--- src/rtl/bp_pkg.sv ---
// Shared branch-predictor types and the 2-bit saturating counter step.
// Reused by every predictor table that holds 2-bit direction counters.
package bp_pkg;

    typedef logic [1:0] ctr2_t;

    localparam ctr2_t CTR_RESET = 2'b01;

    function automatic ctr2_t ctr_update(ctr2_t c, logic taken);
        ctr2_t r;
        r = c;
        if (taken) begin
            if (c != 2'b11) r = c + 2'b01;
        end else begin
            if (c != 2'b00) r = c - 2'b01;
        end
        return r;
    endfunction

endpackage

--- src/rtl/gshare_pht_sat_counter2.sv ---
// Single 2-bit saturating direction counter, async reset to weakly not-taken.
// One instance per PHT entry.
module sat_counter2
    import bp_pkg::*;
(
    input  logic  clk,
    input  logic  areset,
    input  logic  i_en,
    input  logic  i_taken,
    output ctr2_t o_ctr
);

    ctr2_t r_ctr;

    always_ff @(posedge clk or posedge areset) begin
        if (areset) begin
            r_ctr <= CTR_RESET;
        end else if (i_en) begin
            r_ctr <= ctr_update(r_ctr, i_taken);
        end
    end

    assign o_ctr = r_ctr;

endmodule

--- src/rtl/gshare_pht.sv ---
// gshare pattern history table: PC^history indexed 2-bit counters,
// combinational lookup, edge-applied training, saturating mispredict stats.
module gshare_pht
    import bp_pkg::*;
#(
    parameter int INDEX_W = 7,
    parameter int HIST_W  = 32,
    parameter int CNT_W   = 16
) (
    input  logic               clk,
    input  logic               areset,
    input  logic               predict_valid,
    input  logic [INDEX_W-1:0] predict_pc,
    input  logic [HIST_W-1:0]  predict_history,
    output logic               predict_taken,
    output logic [INDEX_W-1:0] predict_index,
    input  logic               train_valid,
    input  logic               train_taken,
    input  logic               train_mispredicted,
    input  logic [INDEX_W-1:0] train_pc,
    input  logic [HIST_W-1:0]  train_history,
    output logic [CNT_W-1:0]   mispredict_count
);

    localparam int DEPTH = 1 << INDEX_W;

    logic [INDEX_W-1:0] w_predict_index;
    logic [INDEX_W-1:0] w_train_index;
    logic [DEPTH-1:0]   w_taken_bit;
    logic               w_unused;
    logic [CNT_W-1:0]   r_miss;

    assign w_predict_index = predict_pc ^ predict_history[INDEX_W-1:0];
    assign w_train_index   = train_pc ^ train_history[INDEX_W-1:0];

    // Upper history bits only exist for compatibility with the history register.
    assign w_unused = ^{predict_history[HIST_W-1:INDEX_W],
                        train_history[HIST_W-1:INDEX_W]};

    for (genvar i = 0; i < DEPTH; i++) begin : g_pht
        ctr2_t w_ctr;
        logic  w_en;

        assign w_en = train_valid && (w_train_index == INDEX_W'(i));

        sat_counter2 u_ctr (
            .clk     (clk),
            .areset  (areset),
            .i_en    (w_en),
            .i_taken (train_taken),
            .o_ctr   (w_ctr)
        );

        assign w_taken_bit[i] = w_ctr[1];
    end

    // Gate with valid so an X index while idle still yields a clean 0.
    assign predict_taken = predict_valid & w_taken_bit[w_predict_index];
    assign predict_index = w_predict_index;

    always_ff @(posedge clk or posedge areset) begin
        if (areset) begin
            r_miss <= '0;
        end else if (train_valid && train_mispredicted && (r_miss != '1)) begin
            r_miss <= r_miss + CNT_W'(1);
        end
    end

    assign mispredict_count = r_miss;

endmodule

--- config.mk ---
export PLATFORM = sky130hd
export DESIGN_NAME = gshare_pht
export DESIGN_NICKNAME = d
export VERILOG_FILES = /design/src/rtl/bp_pkg.sv /design/src/rtl/gshare_pht_sat_counter2.sv /design/src/rtl/gshare_pht.sv
export SDC_FILE = /design/constraint.sdc
export NUM_CORES = 1
export LEC_CHECK = 0
export ABC_AREA = 1
export BUFFER_PORTS_ARGS = -buffer_cell sky130_fd_sc_hd__buf_2
export CAP_MARGIN = 20
export CORE_UTILIZATION = 50
export CTS_BUF_LIST = sky130_fd_sc_hd__clkbuf_8 sky130_fd_sc_hd__clkbuf_16
export CTS_CLUSTER_DIAMETER = 60
export CTS_CLUSTER_SIZE = 25
export DETAILED_ROUTE_END_ITERATION = 10
export PLACE_DENSITY = 0.68
export REMOVE_ABC_BUFFERS = 1
export SYNTH_ARGS = -nofsm -noshare
export SYNTH_HDL_FRONTEND = slang
export SYNTH_HIERARCHICAL = 1
export SYNTH_SLANG_ARGS = --single-unit
--- constraint.sdc ---
create_clock -name clk -period 2.26 [get_ports clk]
set_clock_uncertainty 0.05 [all_clocks]
set_input_delay 0.339 -clock clk [delete_from_list [all_inputs] [get_ports clk]]
set_output_delay 0.339 -clock clk [all_outputs]
set_load 0.1 [all_outputs]
**Word level (Yosys, flattened, before mapping)**

Index checks and enable logic that the tools add are counted.

- Register bits: 272
- Word-level logic and storage cells: 1,675

- $add $sub $neg: 257
- Magnitude comparators: 1
- Equal/unequal tests: 384
- Muxes and demuxes: 386
- Bitwise operators: 3
- Reductions and logical operators: 515

Operators with widths:

| cell | number |
|---|---|
| two-way mux 2 bit | 384 |
| nonzero test 2 bit | 256 |
| equality test 7 bit (second input constant) | 64 |
| AND reduction 3 bit | 128 |
| adder 2 x 1 -> 2 bit (second input constant) | 128 |
| inequality test 2 x 1 -> 1 bit (second input constant) | 128 |
| inequality test 2 bit (second input constant) | 128 |
| subtractor 2 x 1 -> 2 bit (second input constant) | 128 |
| equality test 7 x 6 -> 1 bit (second input constant) | 32 |
| logical AND 1 bit | 130 |
| equality test 7 x 5 -> 1 bit (second input constant) | 16 |
| equality test 7 x 4 -> 1 bit (second input constant) | 8 |
| equality test 7 x 3 -> 1 bit (second input constant) | 4 |
| adder 16 x 1 -> 16 bit (second input constant) | 1 |
| inequality test 16 bit (second input constant) | 1 |
| equality test 7 x 2 -> 1 bit (second input constant) | 2 |
| XOR 7 bit | 2 |
| less-than comparator 7 x 8 -> 1 bit (second input constant) | 1 |
| binary-select mux 1 bit (select 7 bit) | 1 |
| equality test 7 x 1 -> 1 bit (second input constant) | 1 |
| zero test 7 bit | 1 |
| AND 1 bit | 1 |
| two-way mux 1 bit | 1 |

**Longest topological paths before layout**

- Word-level depth: 4
- Mapped depth: 14

**Cells and area by module**

Netlist, hierarchy kept.

By module, submodules not included:

| module | times used | cells an instance | area each (sq um) | sequential area each (sq um) |
|---|---|---|---|---|
| sat_counter2 | 128 | 14 | 98.8 | 51.3 |
| gshare_pht | 1 | 598 | 2,982.9 | 400.4 |

**Least setup slack after synthesis**

OpenSTA, ideal clock, no wires.

- Kind: input to output
- Start point: input predict_history[3]
- End point: output predict_taken
- Arrival: 2.964 ns
- Path slack: -1.093 ns
- Stages on the path: 9
- Cell sequence: xnor2_1 inv_2 nand3_1 nand3_1 nand3_1 nand2_1 nand2_1 nand2_1 nor2_1

- Word-level cells in the longest chain between the ends: 4

Ends and longest elaborated chain:

| what | line | RTL |
|---|---|---|
| start, declared | gshare_pht.sv:14 | `input logic [HIST_W-1:0] predict_history,` |
| XOR 7 bit | gshare_pht.sv:33 | `assign w_predict_index = predict_pc ^ predict_history[INDEX_W-1:0];` |
| named net predict_index[3] | gshare_pht.sv:16 | `output logic [INDEX_W-1:0] predict_index,` |
| binary-select mux 1 bit (select 7 bit) | gshare_pht.sv:58 | `assign predict_taken = predict_valid & w_taken_bit[w_predict_index];` |
| two-way mux 1 bit (implied by the code) | gshare_pht.sv:58 |  |
| AND 1 bit | gshare_pht.sv:58 |  |
| end, declared | gshare_pht.sv:15 | `output logic predict_taken,` |

The timed path passes the listed nets, and every way through them passes these cells. The select of a mux whose other input is x is not followed.

**Worst setup path in the final report**

- Start point: input predict_pc[0]
- End point: output predict_taken

- Word-level cells in the longest chain between the ends: 4

Ends and longest elaborated chain:

| what | line | RTL |
|---|---|---|
| start, declared | gshare_pht.sv:13 | `input logic [INDEX_W-1:0] predict_pc,` |
| XOR 7 bit | gshare_pht.sv:33 |  |
| binary-select mux 1 bit (select 7 bit) | gshare_pht.sv:58 |  |
| two-way mux 1 bit (implied by the code) | gshare_pht.sv:58 |  |
| AND 1 bit | gshare_pht.sv:58 |  |

No other way between the ends. The select of a mux whose other input is x is not followed.

==> results.toml <==
[outcome]
outcome = "finished with violations"
violations = "negative setup slack"

[logic_synthesis]
synth_area_per_cell_um2 = 6.542
yosys_warnings = 6
synth_common_cells = "nand2_1, nor2_1, inv_1, dfrtp_1, nand3_1"
synthCells = 2390
ys.flop_type = "dfrtp_1"
synth_edf_count = 0
synth-seq-cells = 272
synthDistinctLibCells = 24
synthArstFlopShare = 1.000
synth.cell_area_um2 = 15630
synth_top_area_share = 0.2305
synth_area_leaders = "dfrtp_1, nand2_1, dfstp_2, nor2_1, inv_1"
yosys.area.top_type = "dfrtp_1"
yosysMostFrequentCell = "nand2_1"
ys_seq_area_frac = 0.4456

[layout]
layout-drive-gt1-share = 0.1611
fillCellCount = 2778
fin_nets = 2634
multi_input_area_um2 = 7779
regArea_um2 = 6968
n_antenna_cell = 0
final_cell_area_um2 = 18790
finish.utilization = 0.6126
area_delta_synth_final_pct = 20.17
instances_no_fill = 2966

[placed_design]
globalplace.congestion = 0.8478
placed_area_um2 = 16990
placed_cells = 2873
portBuffers = 57
dp_hpwl_um = 28630

[worst_hold_path]
hold_class = "primary input to register"
whs_path_depth = 4
hp-start = "train_mispredicted"
hold_path_end = "mispredict_count[7]"

[clock_tree]
h-tree-depth = 1
cts_buffer_depth = 3
cts_tree = "built"
path_clk_slew_ns = 0.07
root_buffer = "clkbuf_16"
cts_made_buffers = 27
clk_latency_ns = 0.56
cts.sinks = 272

[timing]
max_freq_mhz = 413.0
finalCriticalPeriod_ns = 2.421
hold_ws_ns = 0.1668
setup_viol = 1
fin_tns_setup_ns = -0.1612
fin_ws_ns = -0.1612
tightest_slew_ns = 0.6825
drv_slew = 0
hold_viol = 0
rsz0062_at_grt = "yes"
slew_headroom = 0.5417
period_share = 1.071

[power_and_ir_drop]
powerDensity_nw_per_um2 = 700.2
power_leakage_nw = 8.408
irDropWorstVdd_uv = 865.5

[grt]
grt_max_degree = 83
grt-ovfl-total = 0
grt_pass1_wl_um = 68080
antenna_found_initial = 0
grt_pass1_vias = 14390
grt_usage = 0.2678

[critical_path]
critPathKind = "primary input to output port"
endpoint_kind = "output port"
r2r_slack_ns = 0.23
reg2reg_depth = 12
required_ns = 1.87
cp_data_arrival_time_ns = 2.03
critPathMaxFanout = 14
critPathLaunchType = "primary input"
r2r-end = "mispredict_count[15]"
reg2reg_from = "mispredict_count[0]"

[job]
cap_viol_max_count = 0

[floorplanning]
coreArea_um2 = 30670
rows = 64
ios = 108
start_util = 0.5098
fp.dieW_um = 178.8
fp.dieH_um = 178.8
dieArea_um2 = 31980

[routing]
wire_per_inst_um = 14.30
vias = 15400
drt-vias-per-instance = 5.194
ant_nets = 0
drc_errors = 0
drtPass1Iterations = 6
drtIter0Drc = 1184
wl_um = 42420
critical path, stage by stage:
cell	delay (ns)
buf_2	0.13
inv_2	0.08
nand2_2	0.08
nand2_4	0.11
buf_12	0.16
buf_4	0.14
nand2_1	0.05
nand3_1	0.09
nand3_1	0.10
nand3_2	0.12
nand3_2	0.08
nand3_2	0.09
a21oi_4	0.07
nor2_4	0.18
buf_12	0.19
area by class of cell:
| type | count | area share |
|---|---|---|
| sequential | 272 | 0.3708 |
| timing repair buffer | 160 | 0.07924 |
| multi-input combinational | 1788 | 0.4140 |
| clock buffer | 30 | 0.03816 |
| clock inverter | 20 | 0.01132 |
| tap | 396 | 0.02637 |
| inverter | 300 | 0.06007 |
worst max path at each step:
stage,start,end
CTS,g_pht[8].u_ctr/o_ctr[1],predict_taken
global placement,predict_pc[0],predict_taken
finish,predict_pc[0],predict_taken
floorplan,predict_pc[0],predict_taken
global route,g_pht[20].u_ctr/o_ctr[1],predict_taken
detailed placement,predict_pc[0],predict_taken
where the power goes:
group          internal (W)  switching, W
clock               0.00259       0.00212
combinational      0.000821       0.00174
sequential          0.00553      0.000356
per-stage QoR:
stage	worst slack [ns]	power (W)
2_1_floorplan	-2.091	0.007395
6_report	-0.1612	0.01316
3_3_place_gp	-0.3153	0.008184
3_5_place_dp	-0.2947	0.008271
5_1_grt	-0.2356	0.01374
4_1_cts	-0.1392	0.01320
sequential cells by signal (all words and copies together), names as in the netlist:
name,count
mispredict_count,16
g_pht.u_ctr/o_ctr,256
layout by cell type (no fill, tap or decap), types with 3 or more instances in the layout:
master      instances
nand2_1           926
nor2_1            423
inv_1             298
dfrtp_1           143
o21ai_0           128
o21ai_1           128
dfstp_2           128
nand3_1            79
buf_4              75
nand3_2            58
buf_2              52
clkbuf_16          30
buf_12             23
xnor2_1            18
xor2_1              8
inv_8               5
nand2_2             4
inv_6               4
inv_2               3
clkinv_4            3
clkbuf_8            3
clkinvlp_4          3
buf_16              3
kinds of logic after synthesis:
logic type                 share of synthesized area
AOI/OAI and AO/OA                            0.08227
adders and majority gates                  0.0008001
muxes                                      0.0007202
xor gates and xnor gates                     0.01721
and+or+nand+nor                               0.3725
DFF                                           0.4456
buffers and inverters                        0.08091
routing by layer:
metal,track usage,part of all wire
met1,0.3461,0.44
met2,0.4579,0.46
met3,0.02757,0.053
met4,0.1084,0.042
met5,0,0
repair_timing:
action | 4_1_cts | 5_1_grt
gates resized for setup | 56 | 26
setup buffers | 31 | 6
endpoints found under the hold margin | 46 | 0
hold buffers | 1 | 0
pin swaps | 34 | 24
gates cloned | 5 | 3
endpoints found under the setup margin | 1 | 3
Power figures use the tool's default switching activity.
